--- config.mk ---
export PLATFORM = sky130hd
export DESIGN_NAME = conv_mac_pipe
export DESIGN_NICKNAME = d
export VERILOG_FILES = /design/src/rtl/conv_mac_pipe.sv
export SDC_FILE = /design/constraint.sdc
export NUM_CORES = 2
export LEC_CHECK = 0
export CORE_ASPECT_RATIO = 2
export CORE_MARGIN = 2
export CORE_UTILIZATION = 45
export DETAILED_ROUTE_END_ITERATION = 10
export SLEW_MARGIN = 20
export SYNTH_ARGS = -nofsm -noshare
export SYNTH_HDL_FRONTEND = slang
export SYNTH_SLANG_ARGS = --single-unit
--- constraint.sdc ---
create_clock -name clk -period 21.7 [get_ports clk]
set_clock_uncertainty 0.05 [all_clocks]
set_input_delay 3.255 -clock clk [delete_from_list [all_inputs] [get_ports clk]]
set_output_delay 3.255 -clock clk [all_outputs]
set_load 0.01 [all_outputs]
--- src/rtl/conv_mac_pipe.sv ---
// ---------------------------------------------------------------------------
// conv_mac_pipe
//
// Three-stage convolution multiply-accumulate pipeline. A window of TAPS
// unsigned N-bit pixels is multiplied tap-by-tap with a stored kernel of TAPS
// unsigned N-bit coefficients. The products are summed and the sum is scaled
// by a right shift of SHIFT bits.
//
//   S1 : registers the TAPS products (2N bits each)
//   S2 : registers the sum (2N+4 bits, wide enough for 16 full-scale taps)
//   S3 : registers the scaled N-bit result (drives out_data / out_valid)
//
// Each stage accepts new data only when the stage after it is empty or is
// handing its data on. This allows one window per cycle while out_ready is
// high, and stalls cleanly under backpressure.
//
// Build option:
//   CONV_MAC_SATURATE_EN  when defined, a scaled result above 2^N-1 clamps to
//                         2^N-1. When undefined, the low N bits of the scaled
//                         sum are kept (plain truncation).
//
// Ports:
//   clk        rising-edge clock
//   rst        asynchronous active-high reset
//   k_we       kernel write strobe (kernel register loads k_data)
//   k_data     coefficients, tap i at [(i+1)*N-1 : i*N]
//   in_valid   window valid
//   in_ready   block can accept a window (does not depend on in_valid)
//   in_data    pixel window, same tap packing as k_data
//   out_valid  result valid
//   out_ready  downstream accepts the result
//   out_data   scaled MAC result
//   busy       some pipeline stage holds valid data
// ---------------------------------------------------------------------------
module conv_mac_pipe #(
    parameter int N     = 8,
    parameter int TAPS  = 9,
    parameter int SHIFT = 7
) (
    input  logic              clk,
    input  logic              rst,
    input  logic              k_we,
    input  logic [N*TAPS-1:0] k_data,
    input  logic              in_valid,
    output logic              in_ready,
    input  logic [N*TAPS-1:0] in_data,
    output logic              out_valid,
    input  logic              out_ready,
    output logic [N-1:0]      out_data,
    output logic              busy
);
    localparam int PW = 2 * N;      // product width
    localparam int SW = 2 * N + 4;  // sum width

    logic [N*TAPS-1:0]       kernel_q;
    logic [TAPS-1:0][PW-1:0] prod_d;
    logic [TAPS-1:0][PW-1:0] prod_q;
    logic [SW-1:0]           sum_d;
    logic [SW-1:0]           sum_q;
    logic [N-1:0]            res_d;
    logic [N-1:0]            res_q;
    logic                    s1_valid_q;
    logic                    s2_valid_q;
    logic                    s3_valid_q;
    logic                    s1_ready;
    logic                    s2_ready;
    logic                    s3_ready;

    // A stage can take new data when it is empty or its content moves on
    // during this same edge.
    assign s3_ready = !s3_valid_q || out_ready;
    assign s2_ready = !s2_valid_q || s3_ready;
    assign s1_ready = !s1_valid_q || s2_ready;
    assign in_ready = s1_ready;

    // S1 products. The registered kernel is used, so a kernel write on the
    // same edge as an acceptance only affects later windows.
    genvar gi;
    generate
        for (gi = 0; gi < TAPS; gi++) begin : g_tap
            logic [PW-1:0] pix_ext;
            logic [PW-1:0] coef_ext;
            assign pix_ext    = {{N{1'b0}}, in_data[gi*N +: N]};
            assign coef_ext   = {{N{1'b0}}, kernel_q[gi*N +: N]};
            assign prod_d[gi] = pix_ext * coef_ext;
        end
    endgenerate

    // S2 sum of all products.
    always_comb begin
        sum_d = '0;
        for (int i = 0; i < TAPS; i++) begin
            sum_d = sum_d + SW'(prod_q[i]);
        end
    end

    // S3 scaling.
`ifdef CONV_MAC_SATURATE_EN
    logic [SW-1:0] scaled;
    assign scaled = sum_q >> SHIFT;
    assign res_d  = (|scaled[SW-1:N]) ? {N{1'b1}} : scaled[N-1:0];
`else
    assign res_d = sum_q[SHIFT +: N];
`endif

    // Fraction bits below SHIFT are discarded on purpose.
    // When truncating, the overflow bits are discarded as well.
    logic unused_sum;
    assign unused_sum = ^sum_q;

    always_ff @(posedge clk or posedge rst) begin
        if (rst) begin
            kernel_q   <= '0;
            prod_q     <= '0;
            sum_q      <= '0;
            res_q      <= '0;
            s1_valid_q <= 1'b0;
            s2_valid_q <= 1'b0;
            s3_valid_q <= 1'b0;
        end else begin
            if (k_we) begin
                kernel_q <= k_data;
            end
            if (s1_ready) begin
                s1_valid_q <= in_valid;
                if (in_valid) begin
                    prod_q <= prod_d;
                end
            end
            if (s2_ready) begin
                s2_valid_q <= s1_valid_q;
                if (s1_valid_q) begin
                    sum_q <= sum_d;
                end
            end
            if (s3_ready) begin
                s3_valid_q <= s2_valid_q;
                if (s2_valid_q) begin
                    res_q <= res_d;
                end
            end
        end
    end

    assign out_valid = s3_valid_q;
    assign out_data  = res_q;
    assign busy      = s1_valid_q || s2_valid_q || s3_valid_q;

endmodule

==> impl_metrics.env <==
export IMPL_vias=22060
export IMPL_cts_hold_buffers=0
export IMPL_synth_commonest_cells="inv_1 (618), and2_1 (445), fa_1 (408), nand2_1 (321), ha_1 (318)"
export IMPL_grt_pass1_wl_um=123100
export IMPL_cts_setup_buffers=0
export IMPL_dr_pass1_iters=7
export IMPL_fp_row_count=133
export IMPL_fp_coreArea_um2=65570
export IMPL_io_pins=160
export IMPL_syn2layout_area_growth_pct=11.47
export IMPL_ctsRootBufferMaster="clkbuf_16"
export IMPL_min_to="prod_q[22]"
export IMPL_drc=0
export IMPL_htreeDepth=1
export IMPL_drt_vias_per_instance=5.269
export IMPL_yosysTopAreaCell="fa_1"
export IMPL_cts_buffer_depth=3
export IMPL_wire_per_inst_um=17.74
export IMPL_crit_required_ns=18.40
export IMPL_placement_io_buffers=159
export IMPL_wl_um=74260
export IMPL_status="finished clean"
export IMPL_netlist_top_cells_area="fa_1 (27%), dfrtp_1 (19%), ha_1 (13%)"
export IMPL_clock_latency_ns=0.59
export IMPL_synthesis_nets=4025
export IMPL_critPathCaptureType="output port"
export IMPL_cp_max_fo=4
export IMPL_post_cts_resize_count=0
export IMPL_grt_pass1_vias=24420
export IMPL_grt_antenna_before_repair=0
export IMPL_grtUsageTotal_pct=22.76
export IMPL_drive_gt1_share_pct=4.834
export IMPL_setup_viol=0
export IMPL_r2r_start="prod_q[116]"
export IMPL_start_util_pct=45.46
export IMPL_synth_top_area_share_pct=27.40
export IMPL_period_needed_ns=7.858
export IMPL_grt_ovfl_total=0
export IMPL_ys_types=56
export IMPL_seq_area_frac_synth_pct=18.97
export IMPL_gp_congestion=0.8547
export IMPL_hpwl_um=61390
export IMPL_drt_iter0_drc=829
export IMPL_rr_worst_depth=11
export IMPL_fin_nets=4166
export IMPL_layout_cells_non_filler=4187
export IMPL_synth_seq_cells=226
export IMPL_drv_slew=0
export IMPL_ant_nets=0
export IMPL_synth_most_common_cell="inv_1"
export IMPL_dieArea_um2=68430
export IMPL_reg2reg_to="sum_q[14]"
export IMPL_die_w_um=186.0
export IMPL_crit_path_start_kind="primary input"
export IMPL_cts_tree="yes"
export IMPL_hold_depth=2
export IMPL_cts_made_buffers=27
export IMPL_path_clk_slew_ns=0.06
export IMPL_fillerInstances=6223
export IMPL_worst_pin_slew_ns=0.9074
export IMPL_grt_max_degree=171
export IMPL_hp_class="reg2reg"
export IMPL_fmax_ghz=0.1273
export IMPL_placedCellCount=4139
export IMPL_avgSynthCellArea_um2=9.462
export IMPL_path_class="in2out"
export IMPL_ys_async_sr_fraction_pct=100.0
export IMPL_critPathArrivalTime_ns=4.55
export IMPL_synth_edf_count=0
export IMPL_clock_sinks=226
export IMPL_final_setup_tns_ns=0
export IMPL_die_h_um=368.0
export IMPL_synthFlopType="dfrtp_1"
export IMPL_synth_area_um2=29800
export IMPL_antenna_cells_inserted=0
export IMPL_ys_warn_count=0
export IMPL_min_period_over_period_pct=36.21
export IMPL_hold_viol=0
export IMPL_min_from="prod_q[22]"
export IMPL_rsz0062_at_grt="no"
export IMPL_netlist_instances=3150
export IMPL_maxCapViolations=0
export IMPL_slew_headroom_pct=39.51
export IMPL_rrSetupSlack_ns=17.04
## cell families (layout without fill, tap and decap cells)
group	after synthesis	count (layout)	synth area share [%]
and+or+nand+nor	995	995	17.71
adders and majority gates	726	726	40.75
buffers and inverters	670	830	8.438
AOI/OAI and AO/OA	347	347	7.922
DFF	226	226	18.97
xor gates and xnor gates	94	94	2.762
muxes	92	92	3.442
## layer usage
layer  up-vias  track usage (%)  part of all wire, %  wire (um)
met5         -                0                    0          0
met4         0            9.373                  4.3       3213
li1      10296                -                    -          -
met2       366            46.63                   59      43870
met3       155            1.573                  2.2       1618
met1     11243            22.72                   34      25560
## how the worst max path moves through the flow
stage,startpoint,to,slack (ns),cells past startpoint
floorplan,rst,kernel_q[0],12.20,1
global placement,in_data[37],prod_q[76],13.82,17
detailed placement,in_data[37],prod_q[76],13.81,17
CTS,out_ready,in_ready,13.83,3
global route,out_ready,in_ready,13.74,3
finish,out_ready,in_ready,13.84,3
## registers in the layout, summed over array words and instances (netlist names)
signal / cells
prod_q: 135
kernel_q: 72
out_data: 8
sum_q: 8
out_valid: 1
s1_valid_q: 1
s2_valid_q: 1
## metrics by stage
step	worst slack [ns]	hold slack [ns]	area [um2]	utilization [%]
6_report	13.84	0.4390	33220	50.67
5_1_grt	13.74	0.4739	33220	50.67
4_1_cts	13.83	0.4436	33220	50.67
3_5_place_dp	13.81	0.4309	32360	49.36
3_3_place_gp	13.82	0.4248	32360	49.36
2_1_floorplan	12.20	0.3946	29800	-
## critical path: stages
cell and delay (ns):
clkdlybuf4s50_1 0.47, nand4b_1 0.23, clkdlybuf4s50_1 0.59
## cell type report
class                   count  area [um2]  share of cell area [%]
multi-input cells        2254       21640                   65.15
repair buffers            164        1639                   4.933
clock buffers              34       742.0                   2.233
well taps                 877        1097                   3.303
inverters                 618        2327                   7.005
clock inverters            14       118.9                  0.3578
flip-flops and latches    226        5655                   17.02
## placed cells by master (no fill, tap or decap), types with 8 or more instances in the layout
cell	synthesis	layout
dfrtp_1	226	226
xnor2_1	67	67
xor2_1	27	27
nor2b_1	11	11
o211ai_1	18	18
nand2b_1	10	10
o2111ai_1	12	12
a21o_1	29	29
nor2_1	44	44
fa_1	408	408
or2_2	12	12
mux2i_1	8	8
clkdlybuf4s50_1	0	158
ha_1	318	318
o31a_1	9	9
inv_1	618	617
or3_1	38	38
nand3_1	40	40
nand2_1	321	320
o31ai_1	19	19
nor3_1	21	21
a211o_1	18	18
clkbuf_16	0	27
a41oi_1	8	8
mux2_2	84	84
o21ai_0	102	102
and2_1	445	444
a31oi_1	22	22
a211oi_1	11	11
a21oi_1	44	44
o21a_1	10	10
and3_1	20	20
o41ai_1	17	17
Power is not shown: default switching activity piles up to over one toggle a cycle in this logic, so the estimate is an artifact.
